<file path="src/rtl/io_pkg.sv">
// Shared IO-space definitions: UART register offsets,
// STATUS bit positions and the transmitter state encoding.
package io_pkg;

   localparam logic [4:0] UART_TXDATA = 5'h00;
   localparam logic [4:0] UART_STATUS = 5'h01;
   localparam logic [4:0] UART_DIV    = 5'h02;
   localparam logic [4:0] UART_CTRL   = 5'h03;

   localparam int STAT_BUSY  = 0;
   localparam int STAT_FULL  = 1;
   localparam int STAT_EMPTY = 2;
   localparam int STAT_OVF   = 3;
   localparam int STAT_CNT   = 4;

   typedef enum logic [1:0] {
      S_IDLE,
      S_START,
      S_DATA,
      S_STOP
   } uart_state_e;

   // A divisor of zero behaves as one clock per bit.
   function automatic logic [15:0] eff_div(input logic [15:0] d);
      return (d == 16'd0) ? 16'd1 : d;
   endfunction

endpackage

</file>
<file path="src/rtl/io_sync_fifo.sv">
// Synchronous FIFO, synchronous active-high reset.
// Ports: clock, reset, push/wr_data, pop/rd_data (head), full, empty, count.
module io_sync_fifo #(
   parameter int WIDTH = 8,
   parameter int DEPTH = 4
) (
   input  logic                   clock,
   input  logic                   reset,
   input  logic                   push,
   input  logic [WIDTH-1:0]       wr_data,
   input  logic                   pop,
   output logic [WIDTH-1:0]       rd_data,
   output logic                   full,
   output logic                   empty,
   output logic [$clog2(DEPTH):0] count
);

   localparam int AW = $clog2(DEPTH);
   localparam int CW = AW + 1;

   logic [WIDTH-1:0] mem [DEPTH];
   logic [AW-1:0]    wr_ptr;
   logic [AW-1:0]    rd_ptr;
   logic             do_push;
   logic             do_pop;

   assign full    = (count == CW'(DEPTH));
   assign empty   = (count == '0);
   // Acceptance is judged on the count before any same-cycle pop.
   assign do_push = push & ~full;
   assign do_pop  = pop & ~empty;
   assign rd_data = mem[rd_ptr];

   always_ff @(posedge clock) begin
      if (reset) begin
         wr_ptr <= '0;
         rd_ptr <= '0;
         count  <= '0;
      end else begin
         if (do_push) wr_ptr <= wr_ptr + AW'(1);
         if (do_pop)  rd_ptr <= rd_ptr + AW'(1);
         case ({do_push, do_pop})
            2'b10:   count <= count + CW'(1);
            2'b01:   count <= count - CW'(1);
            default: count <= count;
         endcase
      end
   end

   always_ff @(posedge clock) begin
      if (do_push) mem[wr_ptr] <= wr_data;
   end

endmodule

</file>
<file path="src/rtl/io_uart_tx.sv">
// Memory-mapped 8N1 UART transmitter on the MEM-stage IO bus.
// Ports: clock, reset, addr/wdata/io_we (bus), rdata (comb read), txd, irq.
module io_uart_tx
   import io_pkg::*;
#(
   parameter int FIFO_DEPTH = 4,
   parameter int DIV_RESET  = 434
) (
   input  logic        clock,
   input  logic        reset,
   input  logic [31:0] addr,
   input  logic [31:0] wdata,
   input  logic        io_we,
   output logic [31:0] rdata,
   output logic        txd,
   output logic        irq
);

   localparam int CW = $clog2(FIFO_DEPTH) + 1;

   logic [4:0]  off;
   logic        sel;
   logic        wr_tx;
   logic        wr_st;
   logic        wr_div;
   logic        wr_ctl;

   logic [15:0] divisor;
   logic        enable;
   logic        irq_en;
   logic        ovf;

   logic          f_full;
   logic          f_empty;
   logic [CW-1:0] f_count;
   logic [7:0]    f_head;
   logic          pop;

   uart_state_e state_q;
   uart_state_e state_d;
   logic [15:0] baud_q;
   logic [15:0] baud_d;
   logic [2:0]  idx_q;
   logic [2:0]  idx_d;
   logic [7:0]  shreg_q;
   logic [7:0]  shreg_d;
   logic        bit_end;
   logic        busy;
   logic [31:0] status;

   logic unused;
   assign unused = ^{addr[31:8], addr[1:0], wdata[31:16]};

   assign sel    = addr[7];
   assign off    = addr[6:2];
   assign wr_tx  = io_we & sel & (off == UART_TXDATA);
   assign wr_st  = io_we & sel & (off == UART_STATUS);
   assign wr_div = io_we & sel & (off == UART_DIV);
   assign wr_ctl = io_we & sel & (off == UART_CTRL);

   // >= keeps a mid-bit divisor decrease from overrunning the bit.
   assign bit_end = (baud_q >= eff_div(divisor) - 16'd1);
   assign busy    = (state_q != S_IDLE);

   io_sync_fifo #(
      .WIDTH (8),
      .DEPTH (FIFO_DEPTH)
   ) u_fifo (
      .clock   (clock),
      .reset   (reset),
      .push    (wr_tx),
      .wr_data (wdata[7:0]),
      .pop     (pop),
      .rd_data (f_head),
      .full    (f_full),
      .empty   (f_empty),
      .count   (f_count)
   );

   always_comb begin
      state_d = state_q;
      baud_d  = baud_q;
      idx_d   = idx_q;
      shreg_d = shreg_q;
      pop     = 1'b0;
      txd     = 1'b1;
      unique case (state_q)
         S_IDLE: begin
            if (enable && !f_empty) begin
               pop     = 1'b1;
               shreg_d = f_head;
               baud_d  = '0;
               idx_d   = '0;
               state_d = S_START;
            end
         end
         S_START: begin
            txd = 1'b0;
            if (bit_end) begin
               baud_d  = '0;
               state_d = S_DATA;
            end else begin
               baud_d = baud_q + 16'd1;
            end
         end
         S_DATA: begin
            txd = shreg_q[idx_q];
            if (bit_end) begin
               baud_d = '0;
               idx_d  = idx_q + 3'd1;
               if (idx_q == 3'd7) state_d = S_STOP;
            end else begin
               baud_d = baud_q + 16'd1;
            end
         end
         S_STOP: begin
            if (bit_end) begin
               baud_d  = '0;
               state_d = S_IDLE;
            end else begin
               baud_d = baud_q + 16'd1;
            end
         end
         default: state_d = S_IDLE;
      endcase
   end

   always_ff @(posedge clock) begin
      if (reset) begin
         state_q <= S_IDLE;
         baud_q  <= '0;
         idx_q   <= '0;
         shreg_q <= '0;
         divisor <= 16'(DIV_RESET);
         enable  <= 1'b0;
         irq_en  <= 1'b0;
         ovf     <= 1'b0;
         irq     <= 1'b0;
      end else begin
         state_q <= state_d;
         baud_q  <= baud_d;
         idx_q   <= idx_d;
         shreg_q <= shreg_d;
         if (wr_div) divisor <= wdata[15:0];
         if (wr_ctl) begin
            enable <= wdata[0];
            irq_en <= wdata[1];
         end
         // A push into a full FIFO is lost even if a pop frees a slot.
         if (wr_tx && f_full) ovf <= 1'b1;
         else if (wr_st && wdata[STAT_OVF]) ovf <= 1'b0;
         irq <= irq_en & enable & f_empty & ~busy;
      end
   end

   always_comb begin
      status = '0;
      status[STAT_BUSY]       = busy;
      status[STAT_FULL]       = f_full;
      status[STAT_EMPTY]      = f_empty;
      status[STAT_OVF]        = ovf;
      status[STAT_CNT +: 5]   = 5'(f_count);
   end

   always_comb begin
      rdata = '0;
      if (sel) begin
         unique case (1'b1)
            (off == UART_STATUS): rdata = status;
            (off == UART_DIV):    rdata = {16'h0, divisor};
            (off == UART_CTRL):   rdata = {30'h0, irq_en, enable};
            default:              rdata = '0;
         endcase
      end
   end

endmodule
</file>
<file path="config.mk">
export PLATFORM = sky130hd
export DESIGN_NAME = io_uart_tx
export DESIGN_NICKNAME = d
export VERILOG_FILES = /design/src/rtl/io_pkg.sv /design/src/rtl/io_sync_fifo.sv /design/src/rtl/io_uart_tx.sv
export SDC_FILE = /design/constraint.sdc
export NUM_CORES = 1
export LEC_CHECK = 0
export CORE_MARGIN = 2
export CORE_UTILIZATION = 25
export DETAILED_ROUTE_END_ITERATION = 6
export RECOVER_POWER = 25
export SYNTH_ARGS = -nofsm -noshare
export SYNTH_HDL_FRONTEND = slang
export SYNTH_HIERARCHICAL = 1
export SYNTH_SLANG_ARGS = --single-unit
</file>
<file path="constraint.sdc">
create_clock -name clock -period 9.7 [get_ports clock]
set_clock_uncertainty 0.1 [all_clocks]
set_input_delay 1.455 -clock clock [delete_from_list [all_inputs] [get_ports clock]]
set_output_delay 1.455 -clock clock [all_outputs]
set_load 0.02 [all_outputs]
</file>
==> impl_metrics.toml, run 1 <==
[run_status]
status = "complete, but fails checks"
violations = "capacitance limit, slew limit"

[logic_synthesis]
synth_cell_types = 52
synth_seq_area_share_pct = 43.9
synthSimpleGateAreaFrac_pct = 20.3
yosys_warnings = 6
mapped_area_sq_um = 4830
synth_async_sr_flop_share_pct = 0
yosys_most_used_dff = "sky130_fd_sc_hd__dfxtp_1"
edff_count_synth = 32
postSynthAreaPerCell_sq_um = 9.57
synthXorXnorAreaFrac_pct = 3.26
synthCells = 505
yosys_register_bits = 90
yosys.area_share.adder_pct = 8.18
synth-compound-area-share_pct = 10.8
combinational_family_with_the_most_area_after_synthesis = "simple AND/OR/NAND/NOR gates"
synthMuxAreaShare_pct = 7.58

[grt]
sum_of_overflow_across_all_layers_after_global_routing = 0
grt_start_max_net_pins = 43
track_usage_pct = 10.5
wire_length_of_the_first_global_routing_pass_mm = 17.1
grt_antenna_before_repair = 0
grt_pass1_vias = 3379

[pwr]
power-per-cell-area_nw_per_um2 = 137
total_switching_power_uw = 181
switching_share_pct = 22.9
seqPwrFrac_pct = 49.4
power_leakage_uw = 0.00206
p_comb_share_pct = 4.1
peakVddDrop_uv = 97.1
clock_network_power_share_pct = 46.5
internal_power_uw = 610

[placed_design]
finalWeightedCongestion = 0.782
place.port_buffers = 42
post_dp_hpwl_mm = 7.73

[setup_path]
worstReg2RegEnd = "idx_q[0]"
cp.arrival_ns = 3.77
worst_r2r_startpoint = "divisor[2]"
critPathMaxFanout = 16
kind_of_end_point_of_the_critical_path = "primary output"
critical_path.endpoint = "rdata[5]"
setup.worst_path.start_class = "primary input"
timing.reg2reg.setup_slack_ns = 5.49
rr_worst_depth = 17
launch_point_of_the_critical_path = "addr[3]"
critPathKind = "primary input to primary output"
required_ns = 8.15

[final_layout]
area_growth_pct = 19.5
area_of_combinational_cells_with_multiple_inputs_sq_um = 2490
drive_above_1_share_pct = 6.97
postLayoutCoreUtil_pct = 30.7
ff_latch_area_sq_um = 2120
num-nets-final = 638
antenna-diode-count = 0
num-fill-cells = 1977

[drt]
remaining_drc_errors = 0
detail-route-antenna-nets = 0
wl_per_cell_microns = 13.2
wirelength_mm = 10.6
drt-vias-per-instance = 4.48
route.vias.total = 3603
drt_pass1_iterations = 4
drt-initial-drc-count = 177

[clock_tree]
clock-sinks = 90
tritoncts = "built"
htree_num_levels = 3
cts-root-to-sink-buffers = 2
clock_root_buffer_master = "sky130_fd_sc_hd__clkbuf_16"
cts_clk_pin_slew_worst_paths_ns = 0.07
insertion_delay_ns = 0.34
post-cts-setup-buffer-count = 0
cts_resized = 0
postCtsHoldBufs = 0
cts_buffers = 9

[worst_hold_path]
hp-class = "register to register"
worst_hold_path.num_cells = 2

[sta]
timing.final.hold_violations = 0
rsz0062_at_grt = "false"
hold-worst-slack_ns = 0.361
fin_setup_tns_ns = 0
max_slew_margin_pct = -33.5
report.final.slew_viol_count = 43
worst_pin_slew_ns = 2.00
period_share_pct = 54.9
fin_crit_ns = 5.33
timing.final.setup_violations = 0
timing.fmax_mhz = 188

[die]
number_of_standard_cell_rows_in_the_floorplan = 50
placeableCoreArea_sq_um = 18800
ios = 101
die-height_microns = 143
start_util_pct = 25.7
die_area_sq_um = 20500
fp.dieW_microns = 143

[run]
drv_cap = 1
[worst min-delay path by stage]
stage,startpoint,endpoint,slack (ns)
floorplan,irq_en,irq,0.33
global placement,shreg_q[6],shreg_q[6],0.35
detailed placement,shreg_q[6],shreg_q[6],0.35
CTS,shreg_q[6],shreg_q[6],0.36
global route,shreg_q[6],shreg_q[6],0.38
finish,shreg_q[5],shreg_q[5],0.36
[area by class of cell]
type	instances	area share, %
Clock buffer	9	3.90
Clock inverter	7	1.62
Inverter	22	1.43
Multi-Input combinational cell	372	43.1
Sequential cell	90	36.7
Tap cell	260	5.63
Timing Repair Buffer	45	7.60
[cells in the mapped netlist (2+ instances only)]
cell type                  instances  area share, %
sky130_fd_sc_hd__a21o_1            5           0.78
sky130_fd_sc_hd__a21oi_1          39            4.0
sky130_fd_sc_hd__a22o_1            4           0.72
sky130_fd_sc_hd__a22oi_1           8            1.2
sky130_fd_sc_hd__a31oi_1           3           0.39
sky130_fd_sc_hd__a41o_1            2           0.41
sky130_fd_sc_hd__and2_1            6           0.78
sky130_fd_sc_hd__and3_1           15            1.9
sky130_fd_sc_hd__buf_1             3           0.23
sky130_fd_sc_hd__buf_2             5           0.52
sky130_fd_sc_hd__buf_4            16            2.5
sky130_fd_sc_hd__clkbuf_1         12           0.93
sky130_fd_sc_hd__clkinv_1          2           0.16
sky130_fd_sc_hd__dfxtp_1          58             24
sky130_fd_sc_hd__edfxtp_1         32             20
sky130_fd_sc_hd__ha_1             30            7.8
sky130_fd_sc_hd__inv_1            20            1.6
sky130_fd_sc_hd__mux2i_1          13            2.7
sky130_fd_sc_hd__mux4_2           10            4.7
sky130_fd_sc_hd__nand2_1          82            6.4
sky130_fd_sc_hd__nand2b_1          3           0.39
sky130_fd_sc_hd__nand3_1          22            2.3
sky130_fd_sc_hd__nand3b_1          2           0.31
sky130_fd_sc_hd__nand4_1           6           0.78
sky130_fd_sc_hd__nand4b_1          3           0.54
sky130_fd_sc_hd__nor2_1           27            2.1
sky130_fd_sc_hd__nor2b_1           2           0.26
sky130_fd_sc_hd__nor3_1           12            1.2
sky130_fd_sc_hd__nor3_2            2           0.41
sky130_fd_sc_hd__nor4_1            5           0.65
sky130_fd_sc_hd__nor4b_1           3           0.54
sky130_fd_sc_hd__o21ai_0          11            1.1
sky130_fd_sc_hd__o21ai_1           2           0.21
sky130_fd_sc_hd__or2_2             2           0.26
sky130_fd_sc_hd__or3_1             4           0.52
sky130_fd_sc_hd__or4_1             2           0.31
sky130_fd_sc_hd__xnor2_1           8            1.4
sky130_fd_sc_hd__xor2_1           10            1.8
[registers in the layout (all words and copies together) (netlist names), named ones only]
signal / count
ovf: 1
u_fifo/count: 3
state_q: 2
irq: 1
enable: 1
u_fifo/wr_ptr: 2
u_fifo/mem: 32
idx_q: 3
baud_q: 16
divisor: 16
irq_en: 1
shreg_q: 8
u_fifo/rd_ptr: 2
[metrics by stage]
step / cells / setup WS (ns) / power (uW) / area, sq um
finish: 805 / 4.37 / 791 / 5780
detailed placement: 789 / 4.38 / 433 / 5460
global route: 805 / 4.20 / 818 / 5780
global placement: 789 / 4.38 / 433 / 5460
floorplan: 520 / 5.56 / 420 / 4890
CTS: 805 / 4.36 / 800 / 5780
[cells in the final DEF (no fill, tap or decap), drive strengths merged, types with 2 or more instances in the layout]
cell	netlist	final
a41o	2	2
a22oi	8	8
nand4	6	6
nand3	22	22
clkdlybuf4s50	0	33
a31oi	3	3
ha	30	30
edfxtp	32	32
a2111oi	2	2
clkinv	2	3
a22o	4	4
clkbuf	12	10
nand2b	3	3
or3	4	4
nor4	5	5
or2	3	3
dfxtp	58	58
and2	6	6
nor3	14	14
nand3b	2	2
mux2i	13	13
a21o	5	5
nand4b	3	3
buf	24	2
nand2	82	82
nor2b	2	2
and3	15	15
xor2	10	10
dlygate4sd3	0	9
inv	20	24
or4	2	2
conb	1	16
xnor2	8	8
nor4b	3	3
mux4	10	10
nor2	27	27
a21oi	39	39
o21ai	13	13
[kinds of logic after synthesis]
kind of cell             count (synthesis)
adder cells (fa/ha/maj)                 31
other                                    1
flip-flops                              90
XOR/XNOR                                18
multiplexers                            24
buffers and inverters                   58
AO/OA/AOI/OAI                           82
AND/OR/NAND/NOR                        201
[critical path, cell delays in order]
cell and delay [ns]:
sky130_fd_sc_hd__clkdlybuf4s50_1 0.58, sky130_fd_sc_hd__nor2b_1 0.75, sky130_fd_sc_hd__a22oi_1 0.23, sky130_fd_sc_hd__nor2_1 0.14, sky130_fd_sc_hd__clkdlybuf4s50_1 0.61
[power by group through the flow]
stage	Clock [uW]	Sequential (uW)	Combinational, uW
after global routing	392	391	35.3
final	368	391	32.4
after CTS	375	391	33.6
after floorplan	0	400	20.6
after global placement	0	400	33.3
after detailed placement	0	400	33.5
[metal layers]
metal  part of all wire [%]  track usage [%]
met1                     50             14.4
met2                     47             17.1
met3                    2.1             1.68
met4                    1.1             2.97
met5                      0                0
Note: power is estimated with default switching activity, not from simulation.
==> run 2, diff against run 1 <==
clock period = 4.62 ns   (was 9.7 ns; I/O delays follow)
==> run 2 against run 1 <==
Effect of this change:
- the flow still finishes with violations (capacitance limit, slew limit)
- combinational power is 110% higher
- critical endpoint is now idx_q[0]
- first-iteration DRC count up 6.8%
- power increased by 110%
- setup slack worse by 4.1 ns
- largest power group unchanged
- sequential power is 110% higher
- clock power increased by 100%
- global-route usage down 0.11 points
- final area barely moved
==> impl_metrics.toml, run 2 (same netlist as run 1, synthesis figures left out) <==
[pwr]
clock_network_power_share_pct = 45.4
total_switching_power_uw = 397
fin_total_pwr_uw = 1630
seqPwrFrac_pct = 50.4
power-per-cell-area_nw_per_um2 = 282
p_comb_share_pct = 4.2
switching_share_pct = 24.4
peakVddDrop_uv = 175
internal_power_uw = 1230
power_leakage_uw = 0.00206

[setup_path]
crit_chain = "nor3_1 -> and3_1 -> a21oi_1 -> ha_1 -> nand2_1 -> nor2_1 -> nand2_1 -> nor4_1 -> xnor2_1 -> ha_1 -> nand4_1 -> or2_1 -> a2111oi_4 -> nor3_1 -> or4_1 -> a31oi_1"
crit_family = "simple AND/OR/NAND/NOR gates"
cp_num_cells = 16
rr_worst_depth = 16
timing.reg2reg.setup_slack_ns = 0.29
required_ns = 4.77
critPathKind = "register to register"
kind_of_end_point_of_the_critical_path = "register"
worst_path_largest_cell_delay_ns = 0.51
setup.worst_path.start_class = "register"
cp.arrival_ns = 4.48
critPathBufInv = 0
cpMaxStageDelayCell = "sky130_fd_sc_hd__or4_1"
critPathMaxFanout = 8

[clock_tree]
cts-root-to-sink-buffers = 2
post-cts-setup-buffer-count = 0
insertion_delay_ns = 0.35
tritoncts = "built"
clock_root_buffer_master = "sky130_fd_sc_hd__clkbuf_16"
htree_num_levels = 3
cts_buffers = 9
clock-sinks = 90
postCtsHoldBufs = 0
cts_resized = 0
cts_clk_pin_slew_worst_paths_ns = 0.07

[placed_design]
place_worst_setup_slack_ns = 0.380
place.port_buffers = 42
finalWeightedCongestion = 0.814
post_dp_hpwl_mm = 7.78

[drt]
route.vias.total = 3643
drt-initial-drc-count = 189
remaining_drc_errors = 0
met2WireLength_mm = 4.95
drt-vias-per-instance = 4.51
route.layer.met1.wl_mm = 5.13
highest_routing_layer_actually_used = "met4"
drt_pass1_iterations = 4
detail-route-antenna-nets = 0
wl_per_cell_microns = 13.0
routed_wire_length_on_met3_microns = 271
wirelength_mm = 10.5

[final_layout]
num-nets-final = 640
final_common_cell = "sky130_fd_sc_hd__nand2_1"
max_flop_register = "u_fifo/mem"
area_growth_pct = 19.6
antenna-diode-count = 0
drive_above_1_share_pct = 7.31
largest_reg_flops = 32
mostFrequentLayoutCells = "82 x sky130_fd_sc_hd__nand2_1, 58 x sky130_fd_sc_hd__dfxtp_1, 39 x sky130_fd_sc_hd__a21oi_1, 33 x sky130_fd_sc_hd__clkdlybuf4s50_1, 32 x sky130_fd_sc_hd__edfxtp_1"
largest_registers = "u_fifo/mem x32, baud_q x16, divisor x16"

[die]
die_area_sq_um = 20500
ios = 101
placeableCoreArea_sq_um = 18800
number_of_standard_cell_rows_in_the_floorplan = 50
fp.dieW_microns = 143
die-height_microns = 143
start_util_pct = 25.7

[sta]
fin_crit_ns = 4.33
max_slew_margin_pct = -22.3
period_share_pct = 93.8
timing.fmax_mhz = 231
timing.final.setup_violations = 0
report.final.slew_viol_count = 42
timing.final.hold_violations = 0
worst_pin_slew_ns = 1.84
rsz0062_at_grt = "false"
fin_setup_tns_ns = 0
crit_path_setup_slack_layout_ns = 0.286

[worst_hold_path]
worst_hold_path.num_cells = 2
hp-class = "register to register"

[grt]
grt_antenna_before_repair = 0
track_usage_pct = 10.4
grt_start_max_net_pins = 42
grt_pass1_vias = 3354
sum_of_overflow_across_all_layers_after_global_routing = 0
wire_length_of_the_first_global_routing_pass_mm = 16.9

[run_status]
violations = "capacitance limit, slew limit"
status = "complete, but fails checks"

[run]
drv_cap = 1
-- run 2: changes by cell type in the layout (fill, tap and decap cells not counted) --
cell / delta
sky130_fd_sc_hd__buf_4: +2
sky130_fd_sc_hd__bufinv_16: -1
sky130_fd_sc_hd__clkinv_4: +1
sky130_fd_sc_hd__clkinv_8: +1
sky130_fd_sc_hd__clkinvlp_4: -1
-- run 2: power by group through the flow --
stage | logic (uW) | registers (uW) | clock network, uW
floorplan | 43.2 | 839 | 0
global placement | 70.9 | 839 | 0
finish | 69.0 | 821 | 739
detailed placement | 71.3 | 839 | 0
global route | 75.3 | 821 | 790
CTS | 71.7 | 821 | 753
-- run 2: routing by layer --
layer / vias to the layer above / global-route usage (%)
li1: 1840 / -
met2: 65 / 16.5
met5: - / 0
met4: 0 / 2.71
met3: 8 / 2.08
met1: 1730 / 14.3
-- run 2: final cells by class --
type | instances | area (sq um)
sequential | 90 | 2120
clock inverter | 7 | 81.3
tap | 260 | 325
clock buffer | 9 | 225
multi-input combinational | 372 | 2490
timing repair buffer | 47 | 454
inverter | 22 | 82.6
fill | 1956 | 13100
-- run 2: tightest hold or removal path, delay by kind of cell, from the launching register on --
| kind | cells | cell delay, ns |
|---|---|---|
| simple gates | 1 | 0.05 |
| compound gates | 1 | 0.05 |
| flops | 1 | 0.31 |
-- run 2: through the flow --
step,util (%),cells,hold slack [ns],instance area (sq um)
6_report,30.7,807,0.356,5780
5_1_grt,30.7,807,0.391,5780
4_1_cts,30.7,807,0.362,5780
3_5_place_dp,29.1,791,0.352,5480
3_3_place_gp,29.1,791,0.347,5480
2_1_floorplan,-,520,0.327,4890
-- run 2: final timing paths --
| path | start | endpoint |
|---|---|---|
| setup reg to reg | divisor[6] | idx_q[0] |
| hold / removal | shreg_q[4] | shreg_q[4] |
| setup / recovery | divisor[6] | idx_q[0] |
| hold reg to reg | shreg_q[4] | shreg_q[4] |
==> run 3, diff against run 2 <==
SETUP_SLACK_MARGIN = 0.02   (was unset)
==> run 3 against run 2 <==
Effect of this change:
- the flow still finishes with violations (capacitance limit, slew limit)
- worst hold slack unchanged
- fmax up 1.3%
- clock power is essentially flat
- flip-flop and latch count unchanged
- cell count did not move
- critical path depth is the same
- non-clock buffer count stayed put
- register-to-register slack better by 0.06 ns
- critical endpoint unchanged
- highest routed layer unchanged
==> impl_metrics.toml, run 3 (same netlist as run 1, synthesis figures left out) <==
[setup_path]
critPathKind = "register to register"
worst_path_largest_cell_delay_ns = 0.49
crit_family = "simple AND/OR/NAND/NOR gates"
cp.arrival_ns = 4.43
required_ns = 4.77
crit_chain = "nor3_1 -> and3_1 -> a21oi_1 -> ha_1 -> nand2_1 -> nor2_1 -> nand2_1 -> nor4_1 -> xnor2_1 -> ha_1 -> nand4_1 -> or2_1 -> a2111oi_4 -> nor3_2 -> or4_1 -> a31oi_1"
cpMaxStageDelayCell = "sky130_fd_sc_hd__or4_1"
critPathBufInv = 0
kind_of_end_point_of_the_critical_path = "register"
critPathMaxFanout = 8
timing.reg2reg.setup_slack_ns = 0.34
setup.worst_path.start_class = "register"

[drt]
drt-initial-drc-count = 193
remaining_drc_errors = 0
wirelength_mm = 10.5
drt_pass1_iterations = 4
route.vias.total = 3647
wl_per_cell_microns = 13.0
drt-vias-per-instance = 4.52
detail-route-antenna-nets = 0

[sta]
max_slew_margin_pct = -22.1
hold-worst-slack_ns = 0.356
timing.fmax_mhz = 234
fin_setup_tns_ns = 0
timing.final.hold_violations = 0
report.final.slew_viol_count = 42
worst_pin_slew_ns = 1.83
timing.final.setup_violations = 0
period_share_pct = 92.6
rsz0062_at_grt = "false"
fin_crit_ns = 4.28

[final_layout]
antenna-diode-count = 0
mostFrequentLayoutCells = "82 x sky130_fd_sc_hd__nand2_1, 58 x sky130_fd_sc_hd__dfxtp_1, 39 x sky130_fd_sc_hd__a21oi_1, 33 x sky130_fd_sc_hd__clkdlybuf4s50_1, 32 x sky130_fd_sc_hd__edfxtp_1"
largest_registers = "u_fifo/mem x32, baud_q x16, divisor x16"
area_growth_pct = 19.7
max_flop_register = "u_fifo/mem"
num-nets-final = 640
largest_reg_flops = 32
final_common_cell = "sky130_fd_sc_hd__nand2_1"
drive_above_1_share_pct = 7.50

[die]
die-height_microns = 143
die_area_sq_um = 20500
fp.dieW_microns = 143
ios = 101
start_util_pct = 25.7
placeableCoreArea_sq_um = 18800
number_of_standard_cell_rows_in_the_floorplan = 50

[pwr]
power_leakage_uw = 0.00207
power-per-cell-area_nw_per_um2 = 282
peakVddDrop_uv = 175

[run_status]
status = "complete, but fails checks"
violations = "capacitance limit, slew limit"

[clock_tree]
clock-sinks = 90
htree_num_levels = 3
tritoncts = "built"
insertion_delay_ns = 0.35
cts_buffers = 9
cts_clk_pin_slew_worst_paths_ns = 0.07
cts_resized = 0
post-cts-setup-buffer-count = 0
postCtsHoldBufs = 0
cts-root-to-sink-buffers = 2
clock_root_buffer_master = "sky130_fd_sc_hd__clkbuf_16"

[placed_design]
place.port_buffers = 42
finalWeightedCongestion = 0.814
post_dp_hpwl_mm = 7.78

[grt]
wire_length_of_the_first_global_routing_pass_mm = 16.9
grt_start_max_net_pins = 42
grt_antenna_before_repair = 0
track_usage_pct = 10.4
sum_of_overflow_across_all_layers_after_global_routing = 0
grt_pass1_vias = 3354

[worst_hold_path]
hp-class = "register to register"

[run]
drv_cap = 1
==> run 3: per-stage QoR <==
stage          total power [uW]  area (sq um)  setup WS, ns  utilization [%]  cells
6_report                   1630          5790         0.342             30.7    807
3_3_place_gp                910          5480         0.384             29.1    791
2_1_floorplan               882          4890         0.940                -    520
5_1_grt                    1690          5790        0.0442             30.7    807
3_5_place_dp                911          5480         0.380             29.1    791
4_1_cts                    1650          5780         0.347             30.7    807
==> run 3: tightest hold or removal path, stage by stage (launching register included) <==
cell                      delay [ns]
sky130_fd_sc_hd__dfxtp_1        0.31
sky130_fd_sc_hd__nand2_1        0.05
sky130_fd_sc_hd__a21oi_1        0.05
==> run 3: area by class of cell <==
type	instances	area, sq um
Inverter	22	82.6
Clock buffer	9	225
Sequential cell	90	2120
Fill cell	1956	13000
Tap cell	260	325
Timing Repair Buffer	47	454
Clock inverter	7	81.3
Multi-Input combinational cell	372	2490
==> run 3: worst paths after layout <==
check | startpoint | end | cells past startpoint
worst min-delay path | shreg_q[4] | shreg_q[4] | 2
worst min register to register | shreg_q[4] | shreg_q[4] | 2
worst max-delay path | divisor[6] | idx_q[0] | 16
worst max register to register | divisor[6] | idx_q[0] | 16
==> run 3: per-layer routing <==
| layer | up-vias | global-route usage, % | share of wire (%) | routed length, microns |
|---|---|---|---|---|
| li1 | 1840 | - | - | - |
| met1 | 1728 | 14.3 | 49 | 5090 |
| met2 | 68 | 16.5 | 47 | 4910 |
| met3 | 11 | 2.08 | 2.9 | 303 |
| met4 | 0 | 2.71 | 1.5 | 161 |
| met5 | - | 0 | 0 | 0 |
==> run 3: power breakdown <==
group / internal [uW] / switching, uW / total [uW]
registers: 820 / 1.49 / 821
logic: 25.8 / 43.1 / 68.9
clock network: 386 / 355 / 741
